==> src/rtl/pressure_sample_tx.sv <==
// Pressure sample serial transmitter: start, data LSB first, optional parity, stop.
// Ports: clk, reset (sync, active high), tx_data/tx_valid/tx_ready handshake,
//        tx serial line (idle high), busy, frame_done (1-cycle pulse after stop).
module pressure_sample_tx #(
  parameter int DATA_WIDTH   = 8,
  parameter int CLKS_PER_BIT = 16,
  parameter int PARITY_EN    = 0,
  parameter int PARITY_ODD   = 0
) (
  input  logic                  clk,
  input  logic                  reset,
  input  logic [DATA_WIDTH-1:0] tx_data,
  input  logic                  tx_valid,
  output logic                  tx_ready,
  output logic                  tx,
  output logic                  busy,
  output logic                  frame_done
);

  localparam int CW = (CLKS_PER_BIT > 1) ? $clog2(CLKS_PER_BIT) : 1;
  localparam int BW = (DATA_WIDTH > 1) ? $clog2(DATA_WIDTH) : 1;
  localparam logic [CW-1:0] CNT_LAST = CW'(CLKS_PER_BIT - 1);
  localparam logic [BW-1:0] BIT_LAST = BW'(DATA_WIDTH - 1);

  typedef enum logic [2:0] {
    IDLE,
    START,
    DATA,
    PARITY,
    STOP
  } state_e;

  state_e                  state_q, state_d;
  logic [CW-1:0]           cnt_q, cnt_d;
  logic [BW-1:0]           bit_q, bit_d;
  logic [DATA_WIDTH-1:0]   shift_q, shift_d;
  logic                    par_q, par_d;
  logic                    tx_q, tx_d;
  logic                    done_q, done_d;
  logic                    tc;

  assign tc = (cnt_q == CNT_LAST);

  always_comb begin
    state_d = state_q;
    cnt_d   = cnt_q;
    bit_d   = bit_q;
    shift_d = shift_q;
    par_d   = par_q;
    done_d  = 1'b0;

    unique case (state_q)
      IDLE: begin
        cnt_d = '0;
        bit_d = '0;
        if (tx_valid) begin
          state_d = START;
          shift_d = tx_data;
          // parity fixed at accept so later tx_data changes cannot leak in
          par_d   = (^tx_data) ^ (PARITY_ODD != 0);
        end
      end
      START: begin
        cnt_d = tc ? '0 : cnt_q + 1'b1;
        if (tc) state_d = DATA;
      end
      DATA: begin
        cnt_d = tc ? '0 : cnt_q + 1'b1;
        if (tc) begin
          if (bit_q == BIT_LAST) begin
            bit_d   = '0;
            state_d = (PARITY_EN != 0) ? PARITY : STOP;
          end else begin
            bit_d   = bit_q + 1'b1;
            shift_d = shift_q >> 1;
          end
        end
      end
      PARITY: begin
        cnt_d = tc ? '0 : cnt_q + 1'b1;
        if (tc) state_d = STOP;
      end
      STOP: begin
        cnt_d = tc ? '0 : cnt_q + 1'b1;
        if (tc) begin
          state_d = IDLE;
          done_d  = 1'b1;
        end
      end
      default: begin
        state_d = IDLE;
        cnt_d   = '0;
        bit_d   = '0;
      end
    endcase

    // line level is a function of the state being entered, so tx stays registered
    unique case (state_d)
      START:   tx_d = 1'b0;
      DATA:    tx_d = shift_d[0];
      PARITY:  tx_d = par_d;
      default: tx_d = 1'b1;
    endcase
  end

  always_ff @(posedge clk) begin
    if (reset) begin
      state_q <= IDLE;
      cnt_q   <= '0;
      bit_q   <= '0;
      shift_q <= '0;
      par_q   <= 1'b0;
      tx_q    <= 1'b1;
      done_q  <= 1'b0;
    end else begin
      state_q <= state_d;
      cnt_q   <= cnt_d;
      bit_q   <= bit_d;
      shift_q <= shift_d;
      par_q   <= par_d;
      tx_q    <= tx_d;
      done_q  <= done_d;
    end
  end

  assign tx_ready   = (state_q == IDLE);
  assign busy       = ~tx_ready;
  assign tx         = tx_q;
  assign frame_done = done_q;

endmodule

==> config.mk <==
export PLATFORM = sky130hd
export DESIGN_NAME = pressure_sample_tx
export DESIGN_NICKNAME = d
export VERILOG_FILES = /design/src/rtl/pressure_sample_tx.sv
export SDC_FILE = /design/constraint.sdc
export NUM_CORES = 1
export LEC_CHECK = 0
export CAP_MARGIN = 25
export CORE_AREA = 2 2 48 50
export CTS_CLUSTER_SIZE = 12
export DETAILED_ROUTE_END_ITERATION = 10
export DIE_AREA = 0 0 50 52
export PLACE_DENSITY_LB_ADDON = 0.25
export SLEW_MARGIN = 20
export SYNTH_ARGS = -nofsm -noshare
export SYNTH_HDL_FRONTEND = slang
export SYNTH_SLANG_ARGS = --single-unit
export TNS_END_PERCENT = 100
==> constraint.sdc <==
create_clock -name clk -period 2.4 [get_ports clk]
set_input_delay 0.72 -clock clk [delete_from_list [all_inputs] [get_ports clk]]
set_output_delay 0.72 -clock clk [all_outputs]
set_load 0.005 [all_outputs]
==> reports/qor.yml, run 1 <==
clock_tree:
  postCtsHoldBufs: 0
  tritoncts: "done"
  numCtsBuffers: 3
  cts_root_buf: "clkbuf_4"
  clock_path_buffers: 2
  worstSkewPairLatency_ns: 0.31
  clk_pin_slew_ns: 0.12
  htreeDepth: 1
  clock-sinks: 21
min_path:
  hold_class: "register to register"
  hp-start: "cnt_q[0]$_SDFF_PP0_"
  hold_depth: 1
  whs_endpoint: "cnt_q[0]$_SDFF_PP0_"
die:
  start_util: 0.4860
  fp.dieH_um: 52
  core_area_um2: 2106
  rows: 17
  io_pins: 15
  die_area_um2: 2600
  fp.dieW_um: 50
synth:
  synth_cells: 116
  yosys_warnings: 0
  synth_fp_nets: 130
  yosysSeqAreaShare: 0.4108
  syn_avg_cell_area_um2: 8.823
  syn_area_um2: 1023
  ys_seq_elements: 21
  synth.distinct_cells: 34
route:
  drc_errors: 0
  wl_um: 1985
  ant_nets: 0
  wl_per_cell_um: 12.25
  num_vias: 880
  vias_per_cell: 5.432
  initialDrtViolationCount: 13
  dr.pass1.iters: 4
power:
  vdd_drop_max_mv: 0.3518
  total_leakage_power_nw: 0.4626
  power_frac_seq: 0.560
  intPower_mw: 0.4877
  clkPwrFrac: 0.266
  swShare: 0.2606
  finalPower_mw: 0.6596
  p_per_area_nw_per_um2: 530.9
  p_comb_frac: 0.174
  switchingPower_mw: 0.1719
grt:
  grt_pass1_wl_um: 3291
  overflow: 0
  grt_use_total: 0.1714
  grt_antenna_before_repair: 0
  grt_max_degree: 15
  grt_pass1_vias: 755
timing:
  fin_crit_ns: 2.310
  setup_slack_ns: 0.08976
  relSlewSlack: 0.7569
  clock.fmax_ghz: 0.4329
  fin_crit_sh: 0.9626
  worst_slew_pin_slew_ns: 0.3637
  setup_viol: 0
  rsz0062_at_grt: "false"
  fin_skew_ns: 0.006125
  fin_tns_setup_ns: 0
  final_max_slew_viol_count: 0
  hold_violations: 0
setup_path:
  crit_path_start: "state_q[0]$_SDFF_PP0_"
  crit_slowest_cell: "clkdlybuf4s50_1"
  worstSetupPathType: "register to primary output"
  max_stage_delay_ns: 0.49
  r2r_slack_ns: 0.20
  cp.arrival_ns: 1.59
  crit_path_start_kind: "register"
  required_ns: 1.68
  path_max_fanout: 3
  crit-reg2reg-launch: "bit_q[0]$_SDFFE_PP0P_"
  r2r.worst_path.cells: 7
  timing.rr.end: "tx$_SDFF_PP1_"
  worstPathCellList: "or3_1 -> inv_1 -> clkdlybuf4s50_1"
  end_kind: "primary output"
place:
  place.gp.congestion: 0.8784
  hpwl_um: 1481
  port_buffers: 14
  detailedPlace.worstSlack_ns: -0.03324
finish:
  layout_common_cells: "dfxtp_1, clkdlybuf4s50_1, nand2_1, a21oi_1, nor2_1"
  syn_to_final_growth_pct: 21.39
  nets: 149
  layout-drive-gt1-share: 0.1269
  fin_util: 0.5900
  layout_commonest_cell: "dfxtp_1"
  diodes: 0
job:
  drv_cap: 0
status:
  status: "complete, no violations"
[area by class of cell]
type	count	area (µm²)
clock buffer	3	22.52
clock inverter	1	5.005
fill	190	863.3
inverter	3	11.26
multi-input combinational	84	544.3
sequential	21	424.2
tap	28	35.03
timing repair buffer	22	200.2
[Yosys cell counts (all sizes together)]
cell      n  share of area
a22oi     7          0.051
nand2    11          0.040
a31oi     1         0.0061
or3b      1         0.0086
and3      1         0.0061
or3       2          0.012
xnor2     8          0.068
nor2b     2          0.012
nor4b     2          0.038
clkbuf    4          0.015
nor2     10          0.037
xor2      1         0.0086
a211oi    1         0.0073
o21ba     1         0.0098
nand3     5          0.024
o32ai     1         0.0086
ha        3          0.037
nor3      4          0.020
inv       3          0.011
a21oi    12          0.062
mux2i     1         0.0098
and2      2          0.012
buf       4          0.032
a21o      1         0.0073
o21ai     4          0.020
o2111ai   1         0.0086
a221o     1         0.0098
o211ai    1         0.0073
dfxtp    21           0.41
[metal layers]
metal,track usage,wire (µm),share of wire
met2,0.2588,910,0.46
met5,0,0,0
met4,0.09722,37,0.019
met1,0.2274,973,0.49
met3,0.03448,64,0.032
[critical path, delay by kind of cell, from the launching register on]
family,cells,cell delay [ns]
buffers and inverters,2,0.56
AND/OR/NAND/NOR,1,0.38
flip-flops,1,0.34
[power by group through the flow]
stage	sequential (mW)	combinational [mW]	clock, mW
3_5_place_dp	0.378	0.115	0
4_1_cts	0.371	0.115	0.179
2_1_floorplan	0.376	0.0688	0
3_3_place_gp	0.378	0.112	0
6_report	0.369	0.115	0.176
5_1_grt	0.370	0.125	0.192
[per-stage QoR]
step	instance area (µm²)	hold WS, ns	instances
after floorplan	1023	0.4179	116
after global placement	1204	0.4312	157
after detailed placement	1204	0.4399	157
after CTS	1232	0.4604	161
after global routing	1242	0.4825	162
final	1242	0.4584	162
[logic make-up (layout without fill, tap and decap cells)]
group / after synthesis / count (layout) / synth area share
buf+inv: 11 / 29 / 0.05745
compound gates: 31 / 31 / 0.1981
xor+xnor: 9 / 9 / 0.07702
flops: 21 / 21 / 0.4108
mux: 1 / 1 / 0.009780
simple gates: 40 / 40 / 0.2103
fa+ha+maj: 3 / 3 / 0.03668
[state kept, by name, summed over array words and instances, names as in the netlist]
| name | flops |
|---|---|
| shift_q | 8 |
| cnt_q | 4 |
| bit_q | 3 |
| state_q | 3 |
| frame_done | 1 |
| par_q | 1 |
| tx | 1 |
[worst max path at each step]
stage               endpoint  slack [ns]
2_1_floorplan  tx$_SDFF_PP1_        0.29
3_3_place_gp   tx$_SDFF_PP1_        0.02
6_report            tx_ready        0.09
5_1_grt             tx_ready        0.02
3_5_place_dp   tx$_SDFF_PP1_       -0.03
4_1_cts             tx_ready        0.05
[what timing repair did]
action                                  CTS  global route
endpoints found under the setup margin    1             1
buffers inserted                          0             1
gates resized for setup                   1             1
cloned                                    0             0
pin swaps                                 0             0
endpoints found under the hold margin     0             0
(Power assumes the default switching activity.)
==> run 2: changes to the inputs <==
--- a/config.mk
+++ b/config.mk
@@ -6,10 +6,11 @@
 export NUM_CORES = 1
 export LEC_CHECK = 0
 export CAP_MARGIN = 25
-export CORE_AREA = 2 2 48 50
+export CORE_AREA = 2 2 47 49
 export CTS_CLUSTER_SIZE = 12
 export DETAILED_ROUTE_END_ITERATION = 10
-export DIE_AREA = 0 0 50 52
+export DIE_AREA = 0 0 49 51
+export DONT_BUFFER_PORTS = 1
 export PLACE_DENSITY_LB_ADDON = 0.25
 export SLEW_MARGIN = 20
 export SYNTH_ARGS = -nofsm -noshare
==> run 2 against run 1 <==
Maximum frequency increased by 2.1%. Sequential power rose by 1%. Clock-buffer cell count grew 1. Clock skew is 0.0039 ns higher. Worst setup slack improved by 0.048 ns. Global-route usage down 1.8 points. Clock power decreased by 3%.
==> reports/qor.yml, run 2 (same netlist as run 1, synthesis figures left out) <==
min_path:
  hold_class: "register to register"
status:
  status: "complete, no violations"
setup_path:
  cp_num_buf_inv: 0  # -2
  required_ns: 2.61  # +0.93 ns
  cp.arrival_ns: 2.47  # +0.88 ns
  worstPathCellList: "ha_1 -> ha_1 -> nor4b_2 -> a21oi_2 -> a221o_1 -> or3_1 -> a21o_1"
  end_kind: "register"
  worstSetupPathType: "register to register"
  path_max_fanout: 7  # +4
  crit_slowest_cell: "nor4b_2"
  critPathTopFamily: "simple AND/OR/NAND/NOR gates"
  max_stage_delay_ns: 0.40  # -0.09 ns
  crit_top_cell: "ha_1"
  crit_path_start_kind: "register"
timing:
  relSlewSlack: 0.7419  # -0.01500
  fin_crit_ns: 2.262  # -0.04850 ns
  rsz0062_at_grt: "false"
  setup_viol: 0  # unchanged
  final_max_slew_viol_count: 0  # unchanged
  worst_slew_pin_slew_ns: 0.3866  # +0.02292 ns
  fin_crit_sh: 0.9424  # -0.02021
  setup_slack_ns: 0.1383  # +0.04850 ns
  hold_violations: 0  # unchanged
  fin_skew_ns: 0.009986  # +0.003860 ns
  fin_tns_setup_ns: 0  # unchanged
  clock.fmax_ghz: 0.4421  # +2.1%
clock_tree:
  post-cts-setup-buffers: 0  # unchanged
  tritoncts: "done"
  clock_path_buffers: 2  # unchanged
  postCtsHoldBufs: 0  # unchanged
  numCtsBuffers: 3  # unchanged
  clk_pin_slew_ns: 0.11  # about the same
  post_cts_resized: 0  # -1
  cts_root_buf: "clkbuf_4"
  clock-sinks: 21  # unchanged
  htreeDepth: 1  # unchanged
  worstSkewPairLatency_ns: 0.31  # about the same
finish:
  largest_reg_flops: 8  # unchanged
  layout_commonest_cell: "dfxtp_1"
  largest-register: "shift_q"
  nets: 129  # -13%
  diodes: 0  # unchanged
  top_regs: "shift_q: 8 flops, cnt_q: 4 flops"
  layout-drive-gt1-share: 0.07895  # -0.04792
  layout_common_cells: "dfxtp_1, nand2_1, a21oi_1, nor2_1, xnor2_1"
  syn_to_final_growth_pct: 2.812
  final_cell_count_no_fill: 142  # -12%
route:
  num_vias: 777  # -12%
  drc_errors: 0  # unchanged
  wl_per_cell_um: 12.04  # -1.7%
  initialDrtViolationCount: 20  # +7
  wl_um: 1710  # -14%
  ant_nets: 0  # unchanged
  dr.pass1.iters: 4  # unchanged
  vias_per_cell: 5.472  # +0.73%
grt:
  grt_pass1_wl_um: 2842  # -14%
  grt_max_degree: 19  # +4
  grt_use_total: 0.1539  # -0.01752
  grt_pass1_vias: 649  # -14%
  grt_antenna_before_repair: 0  # unchanged
  overflow: 0  # unchanged
die:
  start_util: 0.4961  # +0.01002
  die_area_um2: 2499  # -3.9%
  core_area_um2: 2063  # -2.0%
  fp.dieH_um: 51  # -1.9%
  rows: 17  # unchanged
  fp.dieW_um: 49  # -2.0%
  io_pins: 15  # unchanged
place:
  port_buffers: 0  # -14
  hpwl_um: 1261  # -15%
  dp_cells: 138  # -12%
  place.gp.congestion: 0.8731  # -0.60%
  detailedPlace.worstSlack_ns: 0.1490  # +0.1822 ns
power:
  total_leakage_power_nw: 0.3743  # -19%
  vdd_drop_max_mv: 0.3710  # +5.4%
  finalPower_mw: 0.6160  # -6.6%
  p_per_area_nw_per_um2: 585.4  # +10%
job:
  drv_cap: 0  # unchanged
## run 2: changes by cell type in the layout (fill, tap and decap cells not counted), sizes merged
cell | previous run | this run
clkdlybuf4s50 | 14 | 0
buf | 8 | 2
clkbuf | 3 | 4
clkinv | 1 | 0
## run 2: report_power, final
part	switching [mW]	internal (mW)	leakage (nW)
sequential	0.0106	0.364	0.171
clock	0.106	0.0648	0.0150
combinational	0.0345	0.0362	0.188
total	0.151	0.465	0.374
## run 2: final timing paths
kind	start	to	slack, ns	cells past startpoint
max	bit_q[0]$_SDFFE_PP0P_	tx$_SDFF_PP1_	0.14	7
min	shift_q[3]$_SDFFE_PP0P_	shift_q[3]$_SDFFE_PP0P_	0.46	2
max reg2reg	bit_q[0]$_SDFFE_PP0P_	tx$_SDFF_PP1_	0.14	7
min reg2reg	shift_q[3]$_SDFFE_PP0P_	shift_q[3]$_SDFFE_PP0P_	0.46	2
## run 2: per-stage QoR
stage                     hold slack (ns)    util  instance area [µm²]
after CTS                          0.4564  0.5100                 1052
after global placement             0.4293  0.4973                 1026
after floorplan                    0.4179       -                 1023
after detailed placement           0.4401  0.4973                 1026
after global routing               0.4370  0.5100                 1052
final                              0.4565  0.5100                 1052
## run 2: layer usage
metal / vias up / global-route usage / routed length (µm)
li1: 407 / - / -
met1: 352 / 0.2048 / 833
met2: 14 / 0.2169 / 752
met3: 4 / 0.04386 / 87
met4: 0 / 0.1000 / 36
met5: - / 0 / 0
## run 2: final cells by class
cell class / count / area [µm²]
multi-input combinational: 84 / 544.3
inverter: 3 / 11.26
tap: 28 / 35.03
clock buffer: 4 / 26.28
fill: 196 / 1011
timing repair buffer: 2 / 15.01
sequential: 21 / 420.4
## run 2: worst register-to-register path: stages, from the launching register on
cell     delay, ns
dfxtp_1       0.34
ha_1          0.20
ha_1          0.23
nor4b_2       0.40
a21oi_2       0.17
a221o_1       0.33
or3_1         0.34
a21o_1        0.16
==> run 3: changes to the inputs <==
--- a/config.mk
+++ b/config.mk
@@ -6,10 +6,10 @@
 export NUM_CORES = 1
 export LEC_CHECK = 0
 export CAP_MARGIN = 25
-export CORE_AREA = 2 2 47 49
+export CORE_AREA = 3 3 48 50
 export CTS_CLUSTER_SIZE = 12
 export DETAILED_ROUTE_END_ITERATION = 10
-export DIE_AREA = 0 0 49 51
+export DIE_AREA = 0 0 51 53
 export DONT_BUFFER_PORTS = 1
 export PLACE_DENSITY_LB_ADDON = 0.25
 export SLEW_MARGIN = 20
==> run 3 against run 2 <==
Global-route usage shrank 0.57 points. Cell count is the same. Sequential share of layout area shrank 0.38 points. Sequential cell count is the same. Clock power is essentially flat. Power grew 0.28%. Worst hold slack gained 0.0012 ns. Non-clock buffer count grew 1. Maximum frequency shrank 0.15%. Sequential power is essentially flat. Routed wire length grew 4.3%. Critical path type unchanged. Highest routed layer unchanged. First-iteration DRC count shrank 5.0%.
==> reports/qor.yml, run 3 (same netlist as run 1, synthesis figures left out) <==
status:
  status: "complete, no violations"
finish:
  fillers: 204  # +4.1%
  largest-register: "shift_q"
  seq_area_um2: 420.4  # unchanged
  layout_common_cells: "dfxtp_1, nand2_1, a21oi_1, nor2_1, xnor2_1"
  nets: 130  # +0.78%
  largest_reg_flops: 8  # unchanged
  top_regs: "shift_q: 8 flops, cnt_q: 4 flops"
  diodes: 0  # unchanged
  layout-drive-gt1-share: 0.09565  # +0.01670
  final_area_um2: 1062  # +0.95%
  layout_commonest_cell: "dfxtp_1"
  syn_to_final_growth_pct: 3.790
  multiInputGateArea_um2: 544.3  # unchanged
power:
  total_leakage_power_nw: 0.3787  # +1.2%
  p_per_area_nw_per_um2: 581.5  # -0.67%
  vdd_drop_max_mv: 0.3634  # -2.0%
setup_path:
  critPathTopFamily: "simple AND/OR/NAND/NOR gates"
  cp.arrival_ns: 2.47  # about the same
  worstPathCellList: "ha_1 -> ha_1 -> nor4b_2 -> a21oi_2 -> a221o_1 -> or3_1 -> a21o_1"
  end_kind: "register"
  worstSetupPathType: "register to register"
  path_max_fanout: 7  # unchanged
  crit_path_start_kind: "register"
  cp_num_buf_inv: 0  # unchanged
  required_ns: 2.61  # about the same
  max_stage_delay_ns: 0.40  # about the same
  crit_top_cell: "ha_1"
  crit_slowest_cell: "nor4b_2"
  r2r.worst_path.cells: 7  # unchanged
  path_depth: 7  # unchanged
timing:
  setup_slack_ns: 0.1349  # -0.003359 ns
  relSlewSlack: 0.7438  # +0.001890
  clock.fmax_ghz: 0.4415  # -0.15%
  rsz0062_at_grt: "false"
  fin_crit_sh: 0.9438  # +0.001400
  worst_slew_pin_slew_ns: 0.3837  # -0.002832 ns
  fin_skew_ns: 0.006111  # -0.003875 ns
  final_max_slew_viol_count: 0  # unchanged
  fin_crit_ns: 2.265  # +0.003359 ns
  fin_tns_setup_ns: 0  # unchanged
  setup_viol: 0  # unchanged
  hold_violations: 0  # unchanged
  whs_ns: 0.4577  # +0.001198 ns
grt:
  grt_use_total: 0.1482  # -0.005725
  grt_antenna_before_repair: 0  # unchanged
  grt_pass1_wl_um: 3022  # +6.3%
  overflow: 0  # unchanged
  grt_pass1_vias: 705  # +8.6%
  grt_max_degree: 19  # unchanged
place:
  place.gp.congestion: 0.8654  # -0.88%
  post_dp_cell_area_um2: 1032  # +0.61%
  detailedPlace.worstSlack_ns: 0.1715  # +0.02245 ns
  hpwl_um: 1346  # +6.8%
  port_buffers: 0  # unchanged
die:
  fp.dieW_um: 51  # +4.1%
  core_area_um2: 1942  # -5.9%
  die_area_um2: 2703  # +8.2%
  fp.dieH_um: 53  # +3.9%
  rows: 16  # -1
  io_pins: 15  # unchanged
  start_util: 0.5271  # +0.03100
clock_tree:
  postCtsHoldBufs: 0  # unchanged
  post_cts_resized: 0  # unchanged
  cts_root_buf: "clkbuf_4"
  clock-sinks: 21  # unchanged
  numCtsBuffers: 3  # unchanged
  htreeDepth: 1  # unchanged
  post-cts-setup-buffers: 0  # unchanged
  clk_pin_slew_ns: 0.12  # about the same
  tritoncts: "done"
  clock_path_buffers: 2  # unchanged
  worstSkewPairLatency_ns: 0.30  # about the same
route:
  wl_um: 1784  # +4.3%
  drc_errors: 0  # unchanged
  initialDrtViolationCount: 19  # -5.0%
  dr.pass1.iters: 4  # unchanged
  ant_nets: 0  # unchanged
  wl_per_cell_um: 12.56  # +4.3%
  vias_per_cell: 5.592  # +2.2%
  num_vias: 794  # +2.2%
min_path:
  hold_class: "register to register"
  hold_depth: 2  # unchanged
job:
  drv_cap: 0  # unchanged
-- run 3: final cells by class --
| cell class | instances | area share |
|---|---|---|
| Tap cell | 27 | 0.03180 |
| Clock inverter | 1 | 0.007067 |
| Inverter | 3 | 0.01060 |
| Timing Repair Buffer | 3 | 0.02120 |
| Sequential cell | 21 | 0.3958 |
| Clock buffer | 3 | 0.02120 |
| Multi-Input combinational cell | 84 | 0.5124 |
-- run 3: worst min-delay path: cells and delay by family (launching register included) --
kind,cells,cell delay (ns)
DFF,1,0.33
AOI/OAI and AO/OA,1,0.05
and+or+nand+nor,1,0.05
-- run 3: worst paths after layout --
path                                start                 endpoint  slack (ns)
setup / recovery    bit_q[0]$_SDFFE_PP0P_            tx$_SDFF_PP1_        0.13
hold / removal    shift_q[2]$_SDFFE_PP0P_  shift_q[2]$_SDFFE_PP0P_        0.46
setup reg to reg    bit_q[0]$_SDFFE_PP0P_            tx$_SDFF_PP1_        0.13
hold reg to reg   shift_q[2]$_SDFFE_PP0P_  shift_q[2]$_SDFFE_PP0P_        0.46
-- run 3: stage by stage --
stage	utilization	cells	total power, mW
after floorplan	-	116	0.4451
after global placement	0.5316	138	0.4520
after detailed placement	0.5316	138	0.4546
after CTS	0.5470	142	0.6269
after global routing	0.5470	142	0.6551
final	0.5470	142	0.6178
-- run 3: layer usage --
layer | track usage | up-vias | part of all wire
met1 | 0.1945 | 364 | 0.49
met5 | 0 | - | 0
li1 | - | 406 | -
met2 | 0.2232 | 20 | 0.46
met3 | 0.04507 | 4 | 0.046
met4 | 0.06278 | 0 | 0.0078
-- run 3: power breakdown --
part / switching (mW) / leakage (nW) / internal, mW
Combinational: 0.0351 / 0.193 / 0.0362
Clock: 0.108 / 0.0139 / 0.0634
Sequential: 0.0110 / 0.171 / 0.364
